`config.mk`:
```
export PLATFORM = sky130hd
export DESIGN_NAME = fetch_unit
export DESIGN_NICKNAME = d
export VERILOG_FILES = /design/src/rtl/fetch_unit.sv
export SDC_FILE = /design/constraint.sdc
export NUM_CORES = 1
export LEC_CHECK = 0
export ABC_AREA = 1
export CAP_MARGIN = 20
export CORE_ASPECT_RATIO = 1.25
export CORE_MARGIN = 5
export CORE_UTILIZATION = 54
export DETAILED_ROUTE_END_ITERATION = 7
export GPL_ROUTABILITY_DRIVEN = 1
export PLACE_DENSITY_LB_ADDON = 0.12
export SYNTH_ARGS = -nofsm -noshare
export SYNTH_HDL_FRONTEND = slang
export SYNTH_SLANG_ARGS = --single-unit
```
`constraint.sdc`:
```
create_clock -name clk -period 4.6 [get_ports clk]
set_clock_uncertainty 0.05 [all_clocks]
set_input_delay 0.69 -clock clk [delete_from_list [all_inputs] [get_ports clk]]
set_output_delay 0.69 -clock clk [all_outputs]
set_load 0.1 [all_outputs]
```
`src/rtl/fetch_unit.sv`:
```
// rtl/fetch_unit.sv - RV32I fetch stage: PC, in-order fetch queue and IF/ID register
// Define FETCH_PERF_EN to add delivered-instruction and bubble counters.
module fetch_unit #(
  parameter logic [31:0] RESET_PC = 32'h0000_0000,
  parameter int          DEPTH    = 4
) (
  input  logic        clk,
  input  logic        rst,
  output logic        imem_req_valid,
  input  logic        imem_req_ready,
  output logic [31:0] imem_req_addr,
  input  logic        imem_rsp_valid,
  input  logic [31:0] imem_rsp_data,
  input  logic        redirect_valid,
  input  logic [31:0] redirect_pc,
  input  logic        stall_d,
  output logic        valid_d,
  output logic [31:0] instr_d,
  output logic [31:0] pc_d,
  output logic [31:0] pc_plus4_d,
  output logic [31:0] perf_fetched,
  output logic [31:0] perf_bubbles
);
  localparam int AW = $clog2(DEPTH);
  localparam int PW = AW + 1;
  localparam logic [31:0]   NOP       = 32'h0000_0013;
  localparam logic [PW:0]   DEPTH_CNT = DEPTH[PW:0];
  localparam logic [PW-1:0] PTR_ONE   = {{(PW-1){1'b0}}, 1'b1};

  logic [31:0]      pcf;
  logic [31:0]      q_pc   [DEPTH];
  logic [31:0]      q_data [DEPTH];
  logic [DEPTH-1:0] q_filled;
  // Pointers carry one extra bit so full and empty are distinguishable.
  logic [PW-1:0]    head, fill, tail, drop_cnt;
  logic [PW-1:0]    alloc_cnt, pend_cnt, drop_after_flush;
  logic [AW-1:0]    head_idx, fill_idx, tail_idx;
  logic             req_fire, rsp_drop, rsp_fill, pop;

  assign alloc_cnt = tail - head;
  assign pend_cnt  = tail - fill;
  assign head_idx  = head[AW-1:0];
  assign fill_idx  = fill[AW-1:0];
  assign tail_idx  = tail[AW-1:0];

  assign imem_req_valid = !rst && !redirect_valid &&
                          (({1'b0, alloc_cnt} + {1'b0, drop_cnt}) < DEPTH_CNT);
  assign imem_req_addr  = pcf;
  assign req_fire = imem_req_valid && imem_req_ready;
  assign rsp_drop = imem_rsp_valid && (drop_cnt != '0);
  assign rsp_fill = imem_rsp_valid && (drop_cnt == '0) && (pend_cnt != '0);
  assign pop      = !redirect_valid && !stall_d && (alloc_cnt != '0) && q_filled[head_idx];

  // A response arriving with the redirect has already returned, so it is not re-counted.
  assign drop_after_flush = drop_cnt + pend_cnt - {{(PW-1){1'b0}}, rsp_drop | rsp_fill};

  always_ff @(posedge clk) begin
    if (rst) begin
      pcf        <= RESET_PC;
      head       <= '0;
      fill       <= '0;
      tail       <= '0;
      drop_cnt   <= '0;
      valid_d    <= 1'b0;
      instr_d    <= NOP;
      pc_d       <= '0;
      pc_plus4_d <= '0;
    end else if (redirect_valid) begin
      pcf      <= redirect_pc & 32'hFFFF_FFFC;
      head     <= tail;
      fill     <= tail;
      drop_cnt <= drop_after_flush;
      valid_d  <= 1'b0;
      instr_d  <= NOP;
    end else begin
      if (req_fire) begin
        pcf  <= pcf + 32'd4;
        tail <= tail + PTR_ONE;
      end
      if (rsp_drop) drop_cnt <= drop_cnt - PTR_ONE;
      if (rsp_fill) fill <= fill + PTR_ONE;
      if (pop) begin
        head       <= head + PTR_ONE;
        valid_d    <= 1'b1;
        instr_d    <= q_data[head_idx];
        pc_d       <= q_pc[head_idx];
        pc_plus4_d <= q_pc[head_idx] + 32'd4;
      end else if (!stall_d) begin
        valid_d <= 1'b0;
        instr_d <= NOP;
      end
    end
  end

  always_ff @(posedge clk) begin
    if (rst) begin
      q_filled <= '0;
    end else begin
      if (rsp_fill) begin
        q_filled[fill_idx] <= 1'b1;
        q_data[fill_idx]   <= imem_rsp_data;
      end
      if (req_fire) begin
        q_filled[tail_idx] <= 1'b0;
        q_pc[tail_idx]     <= pcf;
      end
    end
  end

  always_ff @(posedge clk) begin
    if (!rst && imem_rsp_valid) assert (drop_cnt != '0 || pend_cnt != '0);
  end

`ifdef FETCH_PERF_EN
  logic [31:0] fetched_cnt, bubble_cnt;

  always_ff @(posedge clk) begin
    if (rst) begin
      fetched_cnt <= '0;
      bubble_cnt  <= '0;
    end else begin
      if (pop) fetched_cnt <= fetched_cnt + 32'd1;
      if (!redirect_valid && !stall_d && !pop) bubble_cnt <= bubble_cnt + 32'd1;
    end
  end

  assign perf_fetched = fetched_cnt;
  assign perf_bubbles = bubble_cnt;
`else
  assign perf_fetched = '0;
  assign perf_bubbles = '0;
`endif
endmodule

```
==> flow_metrics.env, run 1 <==
export IMPL_status="completed"
export IMPL_layout_drive_gt1_share_pct=6.064
export IMPL_synth_async_reset_ratio_pct=0
export IMPL_crit_buf_inv=4
export IMPL_cp_top_family="simple AND/OR/NAND/NOR gates"
export IMPL_clkTransAtPathRegs_ns=0.06
export IMPL_fmax_mhz=258.7
export IMPL_start_util_pct=54.70
export IMPL_met2_wirelength_um=22340
export IMPL_finalSetupViolations=0
export IMPL_antenna_left=0
export IMPL_root_buffer="clkbuf_16"
export IMPL_clkLatencyLatePin_ns=0.53
export IMPL_viasPerCell=5.422
export IMPL_synth_edf_count=248
export IMPL_antenna_found_initial=0
export IMPL_die_w_um=170.5
export IMPL_reg2reg_depth=14
export IMPL_cts_hold_buf=0
export IMPL_post_route_period_util_pct=84.02
export IMPL_layout_setup_ws_ns=0.7351
export IMPL_cts_buffers=38
export IMPL_m1WireLength_um=17830
export IMPL_powerDensity_nw_per_um2=413.3
export IMPL_slew_headroom_pct=28.94
export IMPL_startpoint_type="flip-flop"
export IMPL_portBuffers=191
export IMPL_crit_path_end="q_pc[0][7]"
export IMPL_yosysMostFrequentCell="nand2_1"
export IMPL_drv_cap=0
export IMPL_ios=264
export IMPL_wl_um=44400
export IMPL_syn_cell_area_um2=17390
export IMPL_firstDrtPassIters=5
export IMPL_rrSetupSlack_ns=0.74
export IMPL_core_area_um2=31790
export IMPL_criticalPathCategory="flip-flop to flip-flop"
export IMPL_worstSetupEndpointType="flip-flop"
export IMPL_fill_cells=2593
export IMPL_r2r_start="tail[0]"
export IMPL_worstPathRequired_ns=4.77
export IMPL_place_congestion=0.9613
export IMPL_highest_layer="met4"
export IMPL_clock_sinks=389
export IMPL_arrival_ns=4.04
export IMPL_cts_resized_gates=0
export IMPL_hold_viol=0
export IMPL_critPathMaxFanout=22
export IMPL_wire_per_inst_um=18.07
export IMPL_cts_tree="done"
export IMPL_htreeDepth=2
export IMPL_dpl_hpwl_um=28990
export IMPL_grt_pass1_wl_um=68280
export IMPL_worstSetupStartpoint="tail[0]"
export IMPL_maxSlewViolCount=0
export IMPL_synth_commonest_cells="462 x nand2_1, 248 x edfxtp_1, 201 x nor2_1, 153 x o21ai_0, 141 x dfxtp_1"
export IMPL_synth_cells=1855
export IMPL_num_rows=73
export IMPL_ir_worst_vdd_mv=0.3128
export IMPL_tightestPinTransition_ns=1.063
export IMPL_ys_ff_latch=389
export IMPL_crit_cells=14
export IMPL_p_leak_nw=7.738
export IMPL_die_area_um2=35910
export IMPL_fin_nets=2108
export IMPL_avgSynthCellArea_um2=9.372
export IMPL_ys_warnings_count=0
export IMPL_period_minus_slack_ns=3.865
export IMPL_ys_seq_area_share_pct=59.07
export IMPL_wl_met3_um=2874
export IMPL_area_delta_synth_final_pct=18.63
export IMPL_synth_top_cell_area_share_pct=42.84
export IMPL_ys_flop_type="edfxtp_1"
export IMPL_diodes=0
export IMPL_grt_max_degree=93
export IMPL_slowest_stage="nor2_2"
export IMPL_rsz0062_at_grt="false"
export IMPL_preCtsSetupSlack_ns=0.8207
export IMPL_grt_usage_pct=24.01
export IMPL_synth_cell_types=43
export IMPL_vias=13320
export IMPL_grt_overflow=0
export IMPL_cts_setup_buffers=0
export IMPL_worst_hold_path_type="flip-flop to flip-flop"
export IMPL_synthTopCellsByArea="edfxtp_1 43%, dfxtp_1 16%, nand2_1 10%, o21ai_0 4.4%, nor2_1 4.3%"
export IMPL_drc=0
export IMPL_chipHeight_um=210.6
export IMPL_grt_pass1_vias=12750
export IMPL_rr_endpoint="q_pc[0][7]"
export IMPL_p_total_mw=8.523
export IMPL_slowest_delay_ns=0.66
export IMPL_synth_area_leader_cell="edfxtp_1"
export IMPL_worstPathCellList="inv_1 > ha_1 > inv_1 > fa_1 > inv_1 > nand2_1 > nand3_1 > nand2_1 > ha_1 > nor3_1 > and2_1 > nand2_1 > nor2_2 > buf_12"
export IMPL_clock_path_buffers=3
export IMPL_first_iter_violations=1092
## state kept, by name (all words and copies together), names as in the netlist, 3 cells and up, named ones only
register,count
pc_d,30
q_filled,4
q_pc,120
drop_cnt,3
fill,3
q_data,128
tail,3
imem_req_addr,30
instr_d,32
pc_plus4_d,30
head,3
## cells in the final DEF, fill, tap and decap left out, types with 4 or more instances in the layout
cell             synthesis  final
conb_1                   1     70
nand3_1                 94     94
nand2_2                  7      7
dfxtp_1                141    139
ha_1                    20     20
buf_4                   76     19
a211oi_1                 4      4
xor2_1                  25     25
a31oi_1                 19     19
nor3_1                  12     12
o211ai_1                 8      8
clkinvlp_4               0      4
clkbuf_16                0     41
clkbuf_1                46      6
clkinv_2                 0      4
xnor2_1                 10     10
nand2_1                462    462
clkinv_1                 0      5
edfxtp_1               248    248
nor2_1                 201    194
nand4_1                  8      8
inv_2                    7      8
a21oi_1                 93     93
o22ai_1                 29     29
bufinv_16                0      6
clkdlybuf4s50_1          0    189
o21ai_0                153    153
o221ai_1                 6      6
nor2_4                   5      5
nor2_2                   7     14
inv_1                  108    106
## tightest hold or removal path: stages, from the launching register on
cell and delay (ns):
dfxtp_1 0.31, nand2_1 0.05, a21oi_1 0.05
## metrics by stage
stage	area [um2]	cells	setup TNS [ns]	utilization (%)	hold slack, ns
after CTS	20620	2457	0	64.88	0.4044
after global routing	20620	2457	0	64.88	0.4326
after detailed placement	19280	2387	0	60.66	0.3953
after global placement	19280	2387	0	60.66	0.3927
final	20620	2457	0	64.88	0.4026
after floorplan	17640	1924	-13.54	-	0.3940
## routing by layer
| metal | vias up | track usage, % |
|---|---|---|
| met5 | - | 0 |
| met4 | 0 | 8.843 |
| met3 | 79 | 3.426 |
| met2 | 483 | 42.30 |
| met1 | 6338 | 30.07 |
| li1 | 6421 | - |
## final cells by class
type	count	area, um2	area share [%]
clock inverters	21	266.5	1.292
multi-input cells	1258	5948	28.84
repair buffers	212	2100	10.18
clock buffers	49	1076	5.217
flip-flops and latches	389	10270	49.82
well taps	412	515.5	2.500
inverters	116	442.9	2.148
## kinds of logic (layout without fill, tap and decap cells)
kind of cell    count (synthesis)  in the layout  synth area share [%]
compound gates                320            320                 9.932
xor+xnor                       35             35                 1.763
fa+ha+maj                      23             23                 1.785
simple gates                  810            810                 19.12
buf+inv                       277            398                 8.305
flops                         389            389                 59.07
other cells                     1             70               0.02157
## how the worst min path moves through the flow
stage | startpoint | end | cells after the start
after floorplan | q_filled[2] | q_filled[2] | 2
after global placement | instr_d[26] | instr_d[26] | 2
after detailed placement | instr_d[13] | instr_d[13] | 2
after CTS | instr_d[13] | instr_d[13] | 2
after global routing | instr_d[26] | instr_d[26] | 2
final | instr_d[13] | instr_d[13] | 2
## where the power goes
group / leakage (nW) / internal [mW] / switching [mW]
sequential: 3.40 / 3.81 / 0.104
combinational: 3.69 / 0.319 / 0.982
clock: 0.644 / 2.00 / 1.30
(Power assumes the default switching activity.)
==> run 2, diff against run 1 <==
Clock period 4.6 ns to 3.7 ns, I/O delays scaled along.
==> run 2 against run 1 <==
  * Sequential share of layout area is 0.34 points lower
  * Sequential cell count unchanged
  * Critical path depth rose by 4
  * First-iteration DRC count up 0.73%
  * Routed wire length increased by 0.60%
  * Design area increased by 0.70%
  * Cell count rose by 0.57%
  * Die area is the same
  * Via count up 0.35%
  * Clock power increased by 22%
  * Critical path type unchanged
  * Largest cell class unchanged
==> flow_metrics.env, run 2 (same netlist as run 1, synthesis figures left out) <==
export IMPL_status="completed"
export IMPL_firstDrtPassIters=5
export IMPL_layout_common_cells="461 x nand2_1, 248 x edfxtp_1, 194 x nor2_1"
export IMPL_clock_path_buffers=3
export IMPL_slew_headroom_pct=28.39
export IMPL_grt_overflow=0
export IMPL_final_common_cell="nand2_1"
export IMPL_antenna_found_initial=0
export IMPL_portBuffers=191
export IMPL_switching_share_pct=28.51
export IMPL_drc=0
export IMPL_worstPathRequired_ns=4.03
export IMPL_top_register="q_data"
export IMPL_place_congestion=0.8920
export IMPL_clkTransAtPathRegs_ns=0.07
export IMPL_num_rows=73
export IMPL_p_comb_share_pct=16.1
export IMPL_post_route_period_util_pct=93.40
export IMPL_arrival_ns=3.79
export IMPL_seqCellArea_um2=10280
export IMPL_power_share_sequential_pct=46.0
export IMPL_cts_hold_buf=0
export IMPL_layout_drive_gt1_share_pct=7.188
export IMPL_area_delta_synth_final_pct=19.46
export IMPL_drv_cap=0
export IMPL_clkPwrFrac_pct=37.9
export IMPL_cts_buffers=38
export IMPL_placed_cell_area_um2=19410
export IMPL_clock_sinks=389
export IMPL_first_iter_violations=1100
export IMPL_viasPerCell=5.410
export IMPL_antenna_left=0
export IMPL_die_w_um=170.5
export IMPL_p_leak_nw=7.828
export IMPL_hold_viol=0
export IMPL_maxSlewViolCount=0
export IMPL_dpl_hpwl_um=30020
export IMPL_start_util_pct=54.70
export IMPL_largest_reg_flops=128
export IMPL_fmax_mhz=289.4
export IMPL_worstSetupEndpointType="flip-flop"
export IMPL_startpoint_type="flip-flop"
export IMPL_fin_nets=2122
export IMPL_clkLatencyLatePin_ns=0.53
export IMPL_highest_layer="met4"
export IMPL_grt_pass1_wl_um=68880
export IMPL_chipHeight_um=210.6
export IMPL_fin_hold_ws_ns=0.3669
export IMPL_period_minus_slack_ns=3.456
export IMPL_grt_usage_pct=24.26
export IMPL_core_area_um2=31790
export IMPL_internal_power_mw=7.551
export IMPL_htreeDepth=2
export IMPL_die_area_um2=35910
export IMPL_critPathMaxFanout=6
export IMPL_top_regs="q_data x128, q_pc x120, instr_d x32"
export IMPL_cts_tree="done"
export IMPL_diodes=0
export IMPL_ir_worst_vdd_mv=0.3135
export IMPL_wl_um=44670
export IMPL_tightestPinTransition_ns=1.071
export IMPL_finalSetupViolations=0
export IMPL_grt_max_degree=81
export IMPL_ios=264
export IMPL_wl_met3_um=2806
export IMPL_root_buffer="clkbuf_16"
export IMPL_met2_wirelength_um=22450
export IMPL_stdcell_area_um2=20770
export IMPL_powerDensity_nw_per_um2=508.6
export IMPL_wire_per_inst_um=18.08
export IMPL_worst_hold_path_type="input pin to flip-flop"
export IMPL_grt_pass1_vias=12660
export IMPL_vias=13370
export IMPL_criticalPathCategory="flip-flop to flip-flop"
export IMPL_multi_input_area_um2=6007
export IMPL_switchingPower_mw=3.012
export IMPL_m1WireLength_um=17750
export IMPL_fill_cells=2604
## run 2: cell count changes in the layout (fill, tap and decap cells not counted), sizes merged
cell,previous run,this run
bufinv,6,2
buf,23,37
clkinv,10,13
clkinvlp,4,1
clkbuf,49,53
## run 2: power groups by stage
stage / registers (mW) / logic, mW / clock network [mW]
finish: 4.86 / 1.70 / 4.01
floorplan: 5.19 / 1.04 / 0
global route: 4.87 / 1.83 / 4.26
detailed placement: 4.95 / 1.64 / 0
global placement: 4.94 / 1.62 / 0
CTS: 4.85 / 1.65 / 4.09
## run 2: metrics by stage
stage               total power [mW]  setup slack [ns]  instances  setup TNS [ns]  utilization, %
floorplan                      6.227            0.1358       1924               0               -
global placement               6.562            0.2274       2400               0           61.08
detailed placement             6.586            0.1546       2400               0           61.08
CTS                            10.59            0.1352       2470               0           65.24
global route                   10.96          -0.01708       2471        -0.01708           65.34
finish                         10.56            0.2441       2471               0           65.34
## run 2: final timing paths
kind                                     to        start  depth (start not counted)  slack [ns]
worst min register to register  instr_d[13]  instr_d[13]                          2        0.40
worst max register to register  drop_cnt[2]      tail[0]                         18        0.24
worst min-delay path             instr_d[1]          rst                          3        0.37
worst max-delay path            drop_cnt[2]      tail[0]                         18        0.24
## run 2: worst max-delay path: stages, from the launching register on
cell and delay (ns):
dfxtp_2 0.36, inv_2 0.07, ha_1 0.19, fa_2 0.33, xnor2_1 0.19, xor2_1 0.21, nand3_1 0.12, nand2_2 0.10
nand2_1 0.06, ha_1 0.29, inv_1 0.04, ha_1 0.19, fa_2 0.36, xnor2_2 0.16, xnor2_2 0.16, a21oi_1 0.14
o21ai_0 0.10, o211ai_1 0.09, a21oi_1 0.08
## run 2: final cells by class
class / count / area share, %
clock buffers: 53 / 5.657
well taps: 412 / 2.482
flip-flops and latches: 389 / 49.49
multi-input cells: 1258 / 28.92
inverters: 116 / 2.133
repair buffers: 226 / 10.62
clock inverters: 17 / 0.7049
## run 2: per-layer routing
metal,GRT usage (%),vias to the layer above
met5,0,-
met4,9.477,0
met3,3.332,95
met2,42.10,490
met1,30.81,6336
li1,-,6447
## run 2: what timing repair did
item                       CTS  global route
buffers inserted             0             1
setup endpoints to repair    0            25
resized for setup            0             8
==> run 3, diff against run 2 <==
Settings changed: ABC_AREA 1 to default, CORE_MARGIN 5 to default.
==> run 3 against run 2 <==
  * Cell count decreased by 26%
  * Sequential share of layout area rose by 2.9 points
  * Sequential cell count did not move
  * Clock power down 4%
  * Maximum frequency shrank 2.7%
==> flow_metrics.env, run 3 <==
export IMPL_worstSetupEndpointType="output pin"
export IMPL_synth_cells=1199
export IMPL_slowest_stage="fa_1"
export IMPL_p_comb_share_pct=15.0
export IMPL_yosysMostFrequentCell="edfxtp_1"
export IMPL_largest_reg_flops=128
export IMPL_layout_setup_ws_ns=0.1480
export IMPL_antenna_left=0
export IMPL_synth_area_leader_cell="edfxtp_1"
export IMPL_power_share_sequential_pct=47.5
export IMPL_portBuffers=191
export IMPL_grt_usage_pct=24.00
export IMPL_startpoint_type="flip-flop"
export IMPL_internal_power_mw=7.425
export IMPL_grt_overflow=0
export IMPL_synth_cell_types=57
export IMPL_viasPerCell=5.614
export IMPL_synth_async_reset_ratio_pct=0
export IMPL_grt_pass1_wl_um=55320
export IMPL_tightestPinTransition_ns=1.043
export IMPL_ir_worst_vdd_mv=0.6978
export IMPL_preCtsSetupSlack_ns=0.1425
export IMPL_powerDensity_nw_per_um2=522.1
export IMPL_firstDrtPassIters=5
export IMPL_vias=10260
export IMPL_layout_drive_gt1_share_pct=12.38
export IMPL_clkLatencyLatePin_ns=0.54
export IMPL_fin_nets=1493
export IMPL_slew_headroom_pct=30.23
export IMPL_tns_ns=0
export IMPL_grt_max_degree=80
export IMPL_syn_cell_area_um2=16150
export IMPL_die_w_um=156.7
export IMPL_arrival_ns=2.95
export IMPL_ys_seq_area_share_pct=63.59
export IMPL_clock_sinks=389
export IMPL_clkPwrFrac_pct=37.5
export IMPL_status="completed"
export IMPL_ys_warnings_count=0
export IMPL_ios=264
export IMPL_rsz0062_at_grt="false"
export IMPL_chipHeight_um=195.3
export IMPL_place_congestion=0.8666
export IMPL_synthTopCellsByArea="edfxtp_1 46%, dfxtp_1 17%, mux4_2 7.3%, buf_4 3.4%, nand2_1 2.7%"
export IMPL_worstPathCellList="inv_1 > ha_1 > inv_1 > fa_1 > xnor3_1 > ha_1 > nor3_1 > and3_1 > buf_12"
export IMPL_switching_share_pct=27.51
export IMPL_root_buffer="clkbuf_16"
export IMPL_cts_hold_buf=0
export IMPL_ys_flop_type="edfxtp_1"
export IMPL_layout_common_cells="248 x edfxtp_1, 185 x clkdlybuf4s50_1, 139 x dfxtp_1"
export IMPL_clock_path_buffers=3
export IMPL_criticalPathCategory="flip-flop to output pin"
export IMPL_worstPathRequired_ns=3.09
export IMPL_grtUsageMet1_pct=28.25
export IMPL_finalSetupViolations=0
export IMPL_final_common_cell="edfxtp_1"
export IMPL_avgSynthCellArea_um2=13.47
export IMPL_die_area_um2=30610
export IMPL_top_regs="q_data x128, q_pc x120, instr_d x32"
export IMPL_synth_top_cell_area_share_pct=46.11
export IMPL_wire_per_inst_um=19.89
export IMPL_drv_cap=0
export IMPL_worst_hold_path_type="input pin to flip-flop"
export IMPL_critPathMaxFanout=5
export IMPL_grt_pass1_vias=10060
export IMPL_antenna_found_initial=1
export IMPL_core_area_um2=29340
export IMPL_htreeDepth=2
export IMPL_cts_buffers=38
export IMPL_slowest_delay_ns=0.37
export IMPL_met2_usage_pct=42.28
export IMPL_wl_um=36330
export IMPL_fmax_mhz=281.5
export IMPL_ys_ff_latch=389
export IMPL_clkTransAtPathRegs_ns=0.06
export IMPL_start_util_pct=55.04
export IMPL_rrSetupSlack_ns=0.16
export IMPL_synth_commonest_cells="248 x edfxtp_1, 141 x dfxtp_1, 115 x nand2_1, 85 x nor2_1, 73 x buf_4"
export IMPL_num_rows=70
export IMPL_period_minus_slack_ns=3.552
export IMPL_fill_cells=2170
export IMPL_top_register="q_data"
export IMPL_area_delta_synth_final_pct=21.48
export IMPL_cts_tree="done"
export IMPL_first_iter_violations=766
export IMPL_hold_viol=0
export IMPL_busiest_layer="met2"
export IMPL_p_leak_nw=6.467
export IMPL_grtUsageMet3_pct=5.126
export IMPL_drc=0
export IMPL_synth_edf_count=248
export IMPL_switchingPower_mw=2.818
export IMPL_maxSlewViolCount=0
export IMPL_dpl_hpwl_um=23760
export IMPL_post_route_period_util_pct=96.00
## run 3: kinds of logic (layout without fill, tap and decap cells)
logic type	count (synthesis)	after routing	share of synthesized area, %
multiplexers	69	69	9.437
adder cells (fa/ha/maj)	23	23	1.921
AO/OA/AOI/OAI	194	194	7.779
XOR/XNOR	27	27	1.635
flip-flops	389	389	63.59
buffers and inverters	160	322	5.586
AND/OR/NAND/NOR	336	336	10.03
other	1	71	0.02322
## run 3: per-layer routing
layer / part of all wire (%) / vias up
li1: - / 4809
met1: 38 / 5034
met2: 51 / 338
met3: 6.8 / 76
met4: 3.5 / 0
met5: 0 / -
## run 3: repair_timing
action                     in CTS  in global routing
setup buffers                   0                  3
hold endpoints to repair        0                  0
setup endpoints to repair       0                  1
resized for setup               0                  0
## run 3: critical path: cells and delay by family (launching register included)
family                     cells  cell delay (ns)
and+or+nand+nor                2             0.53
adders and majority gates      3             0.80
xor gates and xnor gates       1             0.30
buffers and inverters          3             0.43
DFF                            1             0.35
## run 3: cell type report
| type | instances | area, um2 | share of cell area (%) |
|---|---|---|---|
| flip-flops and latches | 389 | 10270 | 52.38 |
| multi-input cells | 719 | 5263 | 26.83 |
| repair buffers | 229 | 2245 | 11.44 |
| clock buffers | 51 | 1084 | 5.523 |
| well taps | 396 | 495.5 | 2.526 |
| clock inverters | 19 | 167.7 | 0.8546 |
| inverters | 23 | 86.33 | 0.4401 |
| diodes | 1 | 2.502 | 0.01276 |
## run 3: final timing paths
check	startpoint	end	cells after the start
setup / recovery	tail[0]	imem_req_valid	9
hold / removal	rst	imem_req_addr[31]	2
setup reg to reg	tail[0]	drop_cnt[2]	15
hold reg to reg	pc_d[20]	pc_d[20]	2
## run 3: per-stage QoR
step | std cells | power [mW] | hold WS (ns) | cell area, um2 | utilization (%)
3_5_place_dp | 1753 | 6.497 | 0.3966 | 18340 | 62.51
3_3_place_gp | 1753 | 6.475 | 0.3918 | 18340 | 62.51
4_1_cts | 1823 | 10.33 | 0.3718 | 19590 | 66.78
6_report | 1827 | 10.24 | 0.3960 | 19620 | 66.86
2_1_floorplan | 1268 | 6.154 | 0.4309 | 16410 | -
5_1_grt | 1826 | 10.60 | 0.3885 | 19620 | 66.85
## run 3: power groups by stage
stage	Clock, mW	Combinational, mW	Sequential, mW
floorplan	0	0.944	5.21
global placement	0	1.52	4.95
detailed placement	0	1.54	4.96
CTS	3.92	1.54	4.87
global route	4.08	1.64	4.88
finish	3.84	1.54	4.87
